File: src/rtl/wb_arb_pkg.sv
// Shared types and helpers for the Wishbone bus arbiter.
package wb_arb_pkg;

    typedef enum logic [1:0] {
        ARB_IDLE = 2'd0,
        ARB_BUSY = 2'd1,
        ARB_ERR  = 2'd2
    } state_t;

    localparam int unsigned M_IFETCH = 0;
    localparam int unsigned M_DATA   = 1;
    localparam int unsigned M_DMA    = 2;

    function automatic int unsigned onehot_to_idx(input logic [31:0] oh);
        int unsigned idx;
        idx = 0;
        for (int unsigned i = 0; i < 32; i++) begin
            if (oh[i]) idx = i;
        end
        return idx;
    endfunction

endpackage

File: src/rtl/wb_bus_arbiter_rr_pick.sv
// Combinational round-robin picker: first requester after the last owner, modulo N.
module rr_pick #(
    parameter int unsigned N  = 3,
    parameter int unsigned IW = 2
) (
    input  logic [N-1:0]  req,
    input  logic [IW-1:0] last,
    output logic [N-1:0]  gnt
);

    logic        found;
    int unsigned idx;

    always_comb begin
        gnt   = '0;
        found = 1'b0;
        idx   = 0;
        for (int unsigned i = 1; i <= N; i++) begin
            idx = (32'(last) + i) % N;
            if (!found && req[idx]) begin
                gnt[idx] = 1'b1;
                found    = 1'b1;
            end
        end
    end

endmodule

File: src/rtl/wb_bus_arbiter.sv
// Round-robin Wishbone arbiter with per-cycle bus lock and a watchdog that aborts hung slaves.
module wb_bus_arbiter
    import wb_arb_pkg::*;
#(
    parameter int unsigned N       = 3,
    parameter int unsigned AW      = 8,
    parameter int unsigned DW      = 8,
    parameter int unsigned TIMEOUT = 16
) (
    input  logic            clk,
    input  logic            rst,
    input  logic [N-1:0]    m_cyc_i,
    input  logic [N-1:0]    m_stb_i,
    input  logic [N-1:0]    m_we_i,
    input  logic [N*AW-1:0] m_adr_i,
    input  logic [N*DW-1:0] m_dat_i,
    output logic [N-1:0]    m_ack_o,
    output logic [N-1:0]    m_err_o,
    output logic [DW-1:0]   m_dat_o,
    output logic            s_cyc_o,
    output logic            s_stb_o,
    output logic            s_we_o,
    output logic [AW-1:0]   s_adr_o,
    output logic [DW-1:0]   s_dat_o,
    input  logic [DW-1:0]   s_dat_i,
    input  logic            s_ack_i,
    output logic [N-1:0]    gnt_o,
    output logic            busy_o
);

    localparam int unsigned IW = (N > 1) ? $clog2(N) : 1;

    state_t        state;
    logic [IW-1:0] last_gnt;
    logic [IW-1:0] owner;
    logic [7:0]    wd_cnt;
    logic [N-1:0]  pick;
    logic          wd_run;
    logic          wd_expire;

    rr_pick #(.N(N), .IW(IW)) u_pick (
        .req  (m_cyc_i),
        .last (last_gnt),
        .gnt  (pick)
    );

    assign owner     = IW'(onehot_to_idx(32'(gnt_o)));
    assign wd_run    = m_stb_i[owner] && !s_ack_i;
    assign wd_expire = wd_run && (wd_cnt == 8'(TIMEOUT - 1));
    assign m_dat_o   = s_dat_i;

    always_ff @(posedge clk or negedge rst) begin
        if (!rst) begin
            state    <= ARB_IDLE;
            gnt_o    <= '0;
            last_gnt <= IW'(N - 1);
            wd_cnt   <= '0;
        end else begin
            case (state)
                ARB_IDLE: begin
                    wd_cnt <= '0;
                    if (|m_cyc_i) begin
                        gnt_o <= pick;
                        state <= ARB_BUSY;
                    end
                end
                ARB_BUSY: begin
                    // cyc drop takes priority over a coincident watchdog expiry
                    if (!m_cyc_i[owner]) begin
                        last_gnt <= owner;
                        gnt_o    <= '0;
                        wd_cnt   <= '0;
                        state    <= ARB_IDLE;
                    end else if (wd_expire) begin
                        wd_cnt <= '0;
                        state  <= ARB_ERR;
                    end else if (wd_run) begin
                        wd_cnt <= wd_cnt + 8'd1;
                    end else begin
                        wd_cnt <= '0;
                    end
                end
                ARB_ERR: begin
                    last_gnt <= owner;
                    gnt_o    <= '0;
                    wd_cnt   <= '0;
                    state    <= ARB_IDLE;
                end
                default: begin
                    gnt_o <= '0;
                    state <= ARB_IDLE;
                end
            endcase
        end
    end

    always_comb begin
        s_cyc_o = 1'b0;
        s_stb_o = 1'b0;
        s_we_o  = 1'b0;
        s_adr_o = '0;
        s_dat_o = '0;
        m_ack_o = '0;
        m_err_o = '0;
        busy_o  = 1'b0;
        case (state)
            ARB_BUSY: begin
                busy_o         = 1'b1;
                s_cyc_o        = m_cyc_i[owner];
                s_stb_o        = m_stb_i[owner];
                s_we_o         = m_we_i[owner];
                s_adr_o        = m_adr_i[owner*AW +: AW];
                s_dat_o        = m_dat_i[owner*DW +: DW];
                m_ack_o[owner] = s_ack_i & m_stb_i[owner];
            end
            ARB_ERR: begin
                m_err_o[owner] = 1'b1;
            end
            default: ;
        endcase
    end

endmodule

File: config.mk
export PLATFORM = sky130hd
export DESIGN_NAME = wb_bus_arbiter
export DESIGN_NICKNAME = d
export VERILOG_FILES = /design/src/rtl/wb_arb_pkg.sv /design/src/rtl/wb_bus_arbiter_rr_pick.sv /design/src/rtl/wb_bus_arbiter.sv
export SDC_FILE = /design/constraint.sdc
export NUM_CORES = 1
export LEC_CHECK = 0
export ABC_AREA = 1
export CAP_MARGIN = 40
export CELL_PAD_IN_SITES_DETAIL_PLACEMENT = 2
export CELL_PAD_IN_SITES_GLOBAL_PLACEMENT = 2
export CORE_ASPECT_RATIO = 1.5
export CORE_UTILIZATION = 19
export CTS_BUF_LIST = sky130_fd_sc_hd__clkbuf_8
export DETAILED_ROUTE_END_ITERATION = 10
export HOLD_SLACK_MARGIN = 0.05
export PLACE_DENSITY = 0.93
export SLEW_MARGIN = 0
export SYNTH_ARGS = -nofsm -noshare
export SYNTH_HDL_FRONTEND = slang
export SYNTH_HIERARCHICAL = 1
export SYNTH_SLANG_ARGS = --single-unit
File: constraint.sdc
create_clock -name clk -period 3.1 [get_ports clk]
set_input_delay 0.31 -clock clk [delete_from_list [all_inputs] [get_ports clk]]
set_output_delay 0.31 -clock clk [all_outputs]
set_load 0.005 [all_outputs]
==> results.ini, run 1 <==
[worst_setup_path]
worstPathCellList=nor2_2 -> buf_4 -> nand2_1 -> nand3_1 -> nand2_1 -> inv_1 -> clkdlybuf4s50_1
cp_slowest_cell=dfrtp_1
critPathMaxFanout=17
r2r_cells=10
reg2reg_from=last_gnt[0]$_DFFE_PN0P_
cp-end-kind=output pin
critPathLaunchType=flip-flop
crit_family=buffers and inverters
crit_required_ps=2790
slowest_delay_ps=500
critPathBufInv=3
crit_type=flip-flop to output pin
reg2reg_setup_slack_ps=1210
crit_arrival_ps=2200
critPathMostFrequentCell=nand2_1
r2r_end=gnt_o[0]$_DFFE_PN0P_

[placement]
gp_congestion=0.792
place_inst=475
dp_hpwl_mm=6.09
place_area_sq_um=2650
portBuffers=88

[die]
start_util_pct=19.5
rows=42
dieArea_sq_um=9460
die_x_microns=79.8
ios=105
die_y_microns=119
core_sq_um=8830

[clock_network]
insertion_delay_ps=260
post-cts-setup-buffer-count=0
cts_hold_buffers=0
clkSinkCount=15
cts_buffers=3
cts.path.max_buffers=2
htree_levels=1
clk_pin_slew_worst_paths_ps=70
clock-root-buffer=clkbuf_8
cts_tree=yes
postCtsResizedCells=0

[drt]
routed_wirelength_mm=7.46
drc=0
first_pass_iters=3
vias=2159
via_per_inst=4.51
dr.first_iter.drc_count=55
postRouteAntennaNets=0
wl_per_cell_microns=15.6

[yosys]
synth_xor_area_share_pct=1.53
syn_nets=363
syn_area_sq_um=1720
yosysSeqAreaShare_pct=21.9
ys_warn_count=6
synth_area_per_cell_sq_um=5.94
synth_top_family_by_area=simple AND/OR/NAND/NOR gates
synth-adder-area-share_pct=3.63
ys_ff_latch=15
ys_types=26
synth_cells=290
synth_compound_area_share_pct=6.90
yosys.area_share.simple_pct=48.9
muxShareOfSynthArea_pct=0

[sta]
hold_viol=0
holdWs_ps=481
setup_viol=0
worst_slew_pin_slew_ps=735
skew_ps=5.13
fmax_ghz=0.399
max-slew-margin-rel_pct=50.8
post-route-min-period_ps=2510
rsz0062_at_grt=no
timing.final.crit_share_pct=80.8
slew_violations=0
tns_ps=0

[cells_and_area]
layout-drive-gt1-share_pct=6.23
num-nets-final=443
syn2layout_area_growth_pct=56.6
post-route-util_pct=30.6
final_cell_mix=122 x nand2_1, 88 x clkdlybuf4s50_1, 47 x inv_1, 18 x nand3_1, 17 x nor2_1
fin_cells=479
finalInstanceArea_sq_um=2700
diodes=0
final_common_cell=nand2_1

[power]
ir_drop_v=0.000287
p_per_area_nw_per_um2=688
p_leak_nw=1.36

[hold_path]
hp-class=primary input to async pin

[flow_run]
maxCapViolCount=0

[grt]
grt_pass1_vias=2442
antenna_found_initial=0
overflow=0
grt_max_degree=21
grt_pass1_wl_mm=11.7
grt_use_total_pct=16.0

[status]
status=complete, no violations

-- kinds of logic after synthesis --
family          Yosys count
fa+ha+maj                 5
compound gates           17
buf+inv                  65
xor+xnor                  3
flops                    15
simple gates            185
-- cells in the mapped netlist (all sizes together) --
library cell / count / share of area (%)
xor2: 3 / 1.5
dfrtp: 14 / 20
a21oi: 2 / 1.2
ha: 5 / 3.6
nand2: 126 / 29
nor2: 22 / 6.9
nand3b: 3 / 1.3
nand4: 13 / 4.7
nor3: 1 / 0.58
dfstp: 1 / 1.5
nand3: 20 / 6.8
o21ai: 6 / 1.7
inv: 49 / 11
buf: 16 / 6.5
a22oi: 9 / 3.9
-- report_power, final --
group	internal [mW]	total [mW]	leakage, nW	switching (mW)
combinational	0.629	1.40	1.14	0.770
sequential	0.234	0.288	0.201	0.0539
clock	0.0895	0.169	0.0255	0.0799
-- metal layers --
layer	wire length [microns]	up-vias	GRT usage, %
met2	4450	58	33.0
met3	305	18	1.70
met4	210	0	6.36
li1	-	1047	-
met1	2490	1036	15.0
met5	0	-	0
-- per-stage QoR --
step           total power [mW]  setup WS (ps)
2_1_floorplan              1.08           1560
4_1_cts                    1.90            565
6_report                   1.86            594
5_1_grt                    2.03            458
3_3_place_gp               1.65            874
3_5_place_dp               1.72            835
-- worst max-delay path by stage --
stage                            start  cells after the start  slack [ps]                   end
3_5_place_dp                m_stb_i[2]                      8         840            m_ack_o[1]
5_1_grt           gnt_o[2]$_DFFE_PN0P_                      7         460            s_dat_o[1]
4_1_cts           gnt_o[2]$_DFFE_PN0P_                      7         560            s_adr_o[1]
3_3_place_gp      gnt_o[2]$_DFFE_PN0P_                      7         870            s_dat_o[6]
6_report          gnt_o[2]$_DFFE_PN0P_                      7         590            s_adr_o[3]
2_1_floorplan  last_gnt[0]$_DFFE_PN0P_                     12        1560  gnt_o[2]$_DFFE_PN0P_
-- worst reg2reg max path, stage by stage (launching register included) --
cell	delay, ps
dfrtp_1	420
inv_1	90
ha_1	400
inv_2	80
nand2_1	60
nand2_1	70
a21oi_1	250
nand4_1	120
nand3_1	100
nand2_1	60
o21ai_1	150
-- sequential cells by signal (all words and copies together), names as in the netlist --
signal	count
gnt_o	3
last_gnt	2
state	2
wd_cnt	8
-- cell type report --
class	count	area, sq um
Clock buffer	3	41.3
Clock inverter	1	5.00
Fill cell	1092	6130
Inverter	49	184
Multi-Input combinational cell	210	1050
Sequential cell	15	377
Tap cell	110	138
Timing Repair Buffer	91	903
Power figures use the tool's default switching activity.
==> run 2, diff against run 1 <==
- CORE_UTILIZATION: 19 -> 18
- PLACE_DENSITY: 0.93 -> 0.89
- clock period: 3.1 -> 2.6 ns (I/O delays scaled with it)
==> results.ini, run 2 (synthesized netlist as in run 1, its figures left out) <==
[status]
status=complete, no violations  ; unchanged

[die]
dieArea_sq_um=9970  ; was 9460 sq um
rows=43  ; was 42
start_util_pct=18.6  ; was 19.5%
die_x_microns=81.9  ; was 79.8 microns
die_y_microns=122  ; was 119 microns
ios=105  ; unchanged
core_sq_um=9250  ; was 8830 sq um

[sta]
holdWs_ps=437  ; was 481 ps
skew_ps=2.07  ; was 5.13 ps
slew_violations=0  ; unchanged
setup_viol=0  ; unchanged
rsz0062_at_grt=no  ; unchanged
worst_slew_pin_slew_ps=722  ; was 735 ps
max-slew-margin-rel_pct=51.7  ; was 50.8%
fmax_ghz=0.423
timing.final.crit_share_pct=91.0
post-route-min-period_ps=2370
hold_viol=0  ; unchanged
tns_ps=0  ; unchanged

[worst_setup_path]
critPathLaunchType=flip-flop  ; unchanged
crit_required_ps=2340  ; was 2790 ps
critPathMaxFanout=19  ; was 17
crit_type=flip-flop to output pin  ; unchanged
cp_slowest_cell=clkdlybuf4s50_1  ; was dfrtp_1
slowest_delay_ps=520  ; was 500 ps
worstPathCellList=buf_4 -> nand2_1 -> nand3_1 -> nor2_1 -> nand2_1 -> nor2_1 -> clkdlybuf4s50_1  ; was nor2_2 -> buf_4 -> nand2_1 -> nand3_1 -> nand2_1 -> inv_1 -> clkdlybuf4s50_1
crit_arrival_ps=2110  ; was 2200 ps
cp-end-kind=output pin  ; unchanged

[grt]
overflow=0  ; unchanged
grt_pass1_wl_mm=11.0  ; was 11.7 mm
grt_pass1_vias=2341  ; was 2442
antenna_found_initial=0  ; unchanged
grt_max_degree=21  ; unchanged
grt_use_total_pct=14.3  ; was 16.0%

[placement]
place_inst=478  ; was 475
place_area_sq_um=2660  ; was 2650 sq um
portBuffers=88  ; unchanged
dp_hpwl_mm=5.87  ; was 6.09 mm
gp_congestion=0.748  ; was 0.792

[power]
p_per_area_nw_per_um2=814  ; was 688 nW/um^2
p_leak_nw=1.37  ; was 1.36 nW
ir_drop_v=0.000420  ; was 0.000287 V

[drt]
routed_wirelength_mm=7.09  ; was 7.46 mm
postRouteAntennaNets=0  ; unchanged
vias=2131  ; was 2159
via_per_inst=4.42  ; was 4.51
wl_per_cell_microns=14.7  ; was 15.6 microns
first_pass_iters=4  ; was 3
dr.first_iter.drc_count=43  ; was 55
drc=0  ; unchanged

[clock_network]
clock-root-buffer=clkbuf_8  ; unchanged
cts_tree=yes  ; unchanged
cts_hold_buffers=0  ; unchanged
postCtsResizedCells=0  ; unchanged
clkSinkCount=15  ; unchanged
cts.path.max_buffers=2  ; unchanged
clk_pin_slew_worst_paths_ps=60  ; was 70 ps
cts_buffers=3  ; unchanged
htree_levels=1  ; unchanged
insertion_delay_ps=250  ; was 260 ps
post-cts-setup-buffer-count=0  ; unchanged

[cells_and_area]
num-nets-final=444  ; was 443
largest_reg_flops=8  ; unchanged
top_register=wd_cnt  ; unchanged
final_common_cell=nand2_1  ; unchanged
final_cell_mix=122 x nand2_1, 88 x clkdlybuf4s50_1, 47 x inv_1, 18 x nand3_1, 17 x nor2_1  ; unchanged
fin_cells=482  ; was 479
post-route-util_pct=29.3  ; was 30.6%
fillers=1114  ; was 1092
layout-drive-gt1-share_pct=6.49  ; was 6.23%
diodes=0  ; unchanged
finalInstanceArea_sq_um=2710  ; was 2700 sq um
reg_top3=wd_cnt: 8 flops, gnt_o: 3 flops  ; unchanged
syn2layout_area_growth_pct=57.2  ; was 56.6%

[flow_run]
maxCapViolCount=0  ; unchanged

[hold_path]
hp-class=primary input to async pin  ; unchanged

## run 2: cell count changes in the layout (fill, tap and decap cells not counted)
cell / previous run / this run
buf_4: 3 / 4
## run 2: worst paths after layout
kind,depth (start not counted),end,startpoint,slack (ps)
worst max-delay path,7,m_ack_o[2],gnt_o[2]$_DFFE_PN0P_,230
worst min-delay path,1,wd_cnt[1]$_DFFE_PN0P_,rst,440
worst max register to register,10,gnt_o[0]$_DFFE_PN0P_,last_gnt[0]$_DFFE_PN0P_,660
worst min register to register,2,gnt_o[0]$_DFFE_PN0P_,gnt_o[0]$_DFFE_PN0P_,510
max in group asynchronous,1,wd_cnt[4]$_DFFE_PN0P_,rst,1710
min in group clk,2,gnt_o[0]$_DFFE_PN0P_,gnt_o[0]$_DFFE_PN0P_,510
## run 2: critical path, delay by kind of cell (launching register included)
| family | cells | cell delay (ps) |
|---|---|---|
| AND/OR/NAND/NOR | 5 | 600 |
| buffers and inverters | 2 | 770 |
| flip-flops | 1 | 470 |
## run 2: where the power goes
group          internal [mW]  switching, mW
Combinational          0.761          0.907
Clock                  0.106         0.0888
Sequential             0.280         0.0610
Total                   1.15           1.06
## run 2: area by class of cell
type | instances | area (sq um) | share of cell area [%]
Clock buffer | 3 | 41.3 | 1.52
Clock inverter | 1 | 5.00 | 0.185
Inverter | 49 | 184 | 6.79
Multi-Input combinational cell | 210 | 1050 | 38.8
Sequential cell | 15 | 377 | 13.9
Tap cell | 112 | 140 | 5.17
Timing Repair Buffer | 92 | 911 | 33.6
## run 2: per-layer routing
| metal | up-vias | part of all wire (%) | GRT usage [%] |
|---|---|---|---|
| li1 | 1048 | - | - |
| met1 | 1032 | 35 | 14.3 |
| met2 | 44 | 60 | 30.4 |
| met3 | 7 | 3.6 | 1.05 |
| met4 | 0 | 0.78 | 2.30 |
| met5 | - | 0 | 0 |
## run 2: metrics by stage
stage | worst slack (ps) | total power, mW
finish | 234 | 2.20
detailed placement | 444 | 2.05
global placement | 478 | 1.98
CTS | 188 | 2.25
global route | 24.9 | 2.41
floorplan | 1060 | 1.29
==> run 3, diff against run 2 <==
- CORE_MARGIN: default -> 5
==> results.ini, run 3 (synthesized netlist as in run 1, its figures left out) <==
[grt]
grt_pass1_vias=2488  ; was 2341
grt_pass1_wl_mm=12.2  ; was 11.0 mm
busiest_layer=met2  ; unchanged
grt_use_met1_pct=12.1  ; was 14.3%
antenna_found_initial=0  ; unchanged
met2_usage_pct=26.6  ; was 30.4%
met3_usage_pct=2.42  ; was 1.05%
grt_use_total_pct=12.6  ; was 14.3%
grt_max_degree=21  ; unchanged
overflow=0  ; unchanged

[drt]
routed_wirelength_mm=7.55  ; was 7.09 mm
first_pass_iters=4  ; unchanged
vias=2166  ; was 2131
drc=0  ; unchanged
via_per_inst=4.48  ; was 4.42
dr.first_iter.drc_count=64  ; was 43
postRouteAntennaNets=0  ; unchanged
wl_per_cell_microns=15.6  ; was 14.7 microns

[worst_setup_path]
cp-end-kind=output pin  ; unchanged
r2r_end=gnt_o[2]$_DFFE_PN0P_  ; was gnt_o[0]$_DFFE_PN0P_
critPathMaxFanout=19  ; unchanged
crit_required_ps=2340  ; about the same
worstPathCellList=inv_1 -> nor2_4 -> nand2_1 -> nand3_4 -> nor2_8 -> clkdlybuf4s50_1  ; was buf_4 -> nand2_1 -> nand3_1 -> nor2_1 -> nand2_1 -> nor2_1 -> clkdlybuf4s50_1
reg2reg_from=last_gnt[0]$_DFFE_PN0P_  ; unchanged
r2r_cells=10  ; unchanged
critPathLaunchType=flip-flop  ; unchanged
slowest_delay_ps=460  ; was 520 ps
crit_arrival_ps=2120  ; was 2110 ps
crit_type=flip-flop to output pin  ; unchanged
cp_slowest_cell=clkdlybuf4s50_1  ; unchanged
reg2reg_setup_slack_ps=650  ; was 660 ps

[cells_and_area]
fillers=1137  ; was 1114
top_register=wd_cnt  ; unchanged
final_cell_mix=122 x nand2_1, 88 x clkdlybuf4s50_1, 48 x inv_1, 18 x nand3_1, 17 x nor2_1  ; was 122 x nand2_1, 88 x clkdlybuf4s50_1, 47 x inv_1, 18 x nand3_1, 17 x nor2_1
reg_top3=wd_cnt: 8 flops, gnt_o: 3 flops  ; unchanged
seq_area_sq_um=377  ; unchanged
layout-drive-gt1-share_pct=6.47  ; was 6.49%
fin_cells=483  ; was 482
largest_reg_flops=8  ; unchanged
multi_input_area_sq_um=1050  ; unchanged
final_common_cell=nand2_1  ; unchanged
num-nets-final=445  ; was 444
syn2layout_area_growth_pct=57.6  ; was 57.2%
diodes=0  ; unchanged

[sta]
setup_viol=0  ; unchanged
worst_slew_pin_slew_ps=741  ; was 722 ps
tns_ps=0  ; unchanged
slew_violations=0  ; unchanged
rsz0062_at_grt=no  ; unchanged
max-slew-margin-rel_pct=50.5  ; was 51.7%
fmax_ghz=0.421  ; was 0.423 GHz
post-route-min-period_ps=2380  ; was 2370 ps
timing.final.crit_share_pct=91.4  ; was 91.0%
skew_ps=2.17  ; was 2.07 ps
hold_viol=0  ; unchanged

[power]
switching_share_pct=48.7  ; was 47.9%
p_leak_nw=1.38  ; was 1.37 nW
comb_power_share_pct=76.6  ; was 75.7%
intPower_mw=1.16  ; was 1.15 mW
p_switching_mw=1.10  ; was 1.06 mW
power_frac_clock_pct=8.4  ; was 8.9%
pwr-share-seq_pct=15.0  ; was 15.5%
p_per_area_nw_per_um2=830  ; was 814 nW/um^2
ir_drop_v=0.000361  ; was 0.000420 V

[hold_path]
hp-class=primary input to async pin  ; unchanged

[clock_network]
cts_tree=yes  ; unchanged
cts_buffers=3  ; unchanged
clkSinkCount=15  ; unchanged
insertion_delay_ps=250  ; about the same
clk_pin_slew_worst_paths_ps=60  ; about the same
cts_hold_buffers=0  ; unchanged
clock-root-buffer=clkbuf_8  ; unchanged
cts.path.max_buffers=2  ; unchanged
post-cts-setup-buffer-count=0  ; unchanged
htree_levels=1  ; unchanged
postCtsResizedCells=0  ; unchanged

[placement]
portBuffers=88  ; unchanged
gp_congestion=0.760  ; was 0.748
place_inst=479  ; was 478
dp_hpwl_mm=6.37  ; was 5.87 mm

[die]
ios=105  ; unchanged
dieArea_sq_um=11700  ; was 9970 sq um
die_y_microns=130  ; was 122 microns
rows=43  ; unchanged
core_sq_um=9310  ; was 9250 sq um
die_x_microns=89.9  ; was 81.9 microns
start_util_pct=18.5  ; was 18.6%

[flow_run]
maxCapViolCount=0  ; unchanged

[status]
status=complete, no violations  ; unchanged

==> run 3: changes by cell type in the layout (fill, tap and decap cells not counted) <==
cell      before  now
clkinv_2       1    0
inv_1         47   48
buf_4          4    5
==> run 3: worst max-delay path, delay by kind of cell (launching register included) <==
| kind | cells | cell delay (ps) |
|---|---|---|
| AND/OR/NAND/NOR | 4 | 850 |
| buffers and inverters | 2 | 570 |
| flip-flops | 1 | 440 |
==> run 3: worst max-delay path by stage <==
stage                     slack (ps)  cells past startpoint               startpoint              endpoint
after floorplan                 1060                     12  last_gnt[0]$_DFFE_PN0P_  gnt_o[2]$_DFFE_PN0P_
after global placement           470                      8               m_stb_i[0]            m_ack_o[0]
after detailed placement         430                      8               m_stb_i[0]            m_ack_o[0]
after CTS                        170                      6     gnt_o[1]$_DFFE_PN0P_               s_cyc_o
after global routing              80                      6     gnt_o[1]$_DFFE_PN0P_               s_cyc_o
final                            220                      6     gnt_o[1]$_DFFE_PN0P_               s_cyc_o
==> run 3: stage by stage <==
stage	setup slack [ps]	cell area, sq um	total power, mW	hold WS (ps)	utilization, %
after floorplan	1060	1720	1.29	-35.6	-
after global placement	472	2670	2.04	505	28.7
after detailed placement	429	2670	2.11	513	28.7
after CTS	172	2720	2.31	464	29.2
after global routing	76.5	2720	2.47	510	29.2
final	223	2720	2.25	447	29.2
==> run 3: cell type report <==
cell class	instances	area share, %
Multi-Input combinational cell	210	38.7
Sequential cell	15	13.9
Inverter	49	6.77
Tap cell	112	5.16
Clock inverter	1	0.138
Timing Repair Buffer	93	33.8
Clock buffer	3	1.52
==> run 3: power groups by stage <==
stage                     combinational, mW  sequential [mW]  clock (mW)
after floorplan                       0.960            0.326           0
after global placement                 1.70            0.338           0
after detailed placement               1.77            0.343           0
after CTS                              1.78            0.339       0.194
after global routing                   1.92            0.344       0.203
final                                  1.73            0.337       0.190
==> run 3: layer usage <==
layer  vias to the layer above  part of all wire [%]  routed length (microns)
li1                       1052                     -                        -
met1                      1036                    35                     2620
met2                        65                    57                     4340
met3                        13                   5.5                      418
met4                         0                   2.2                      165
met5                         -                     0                        0
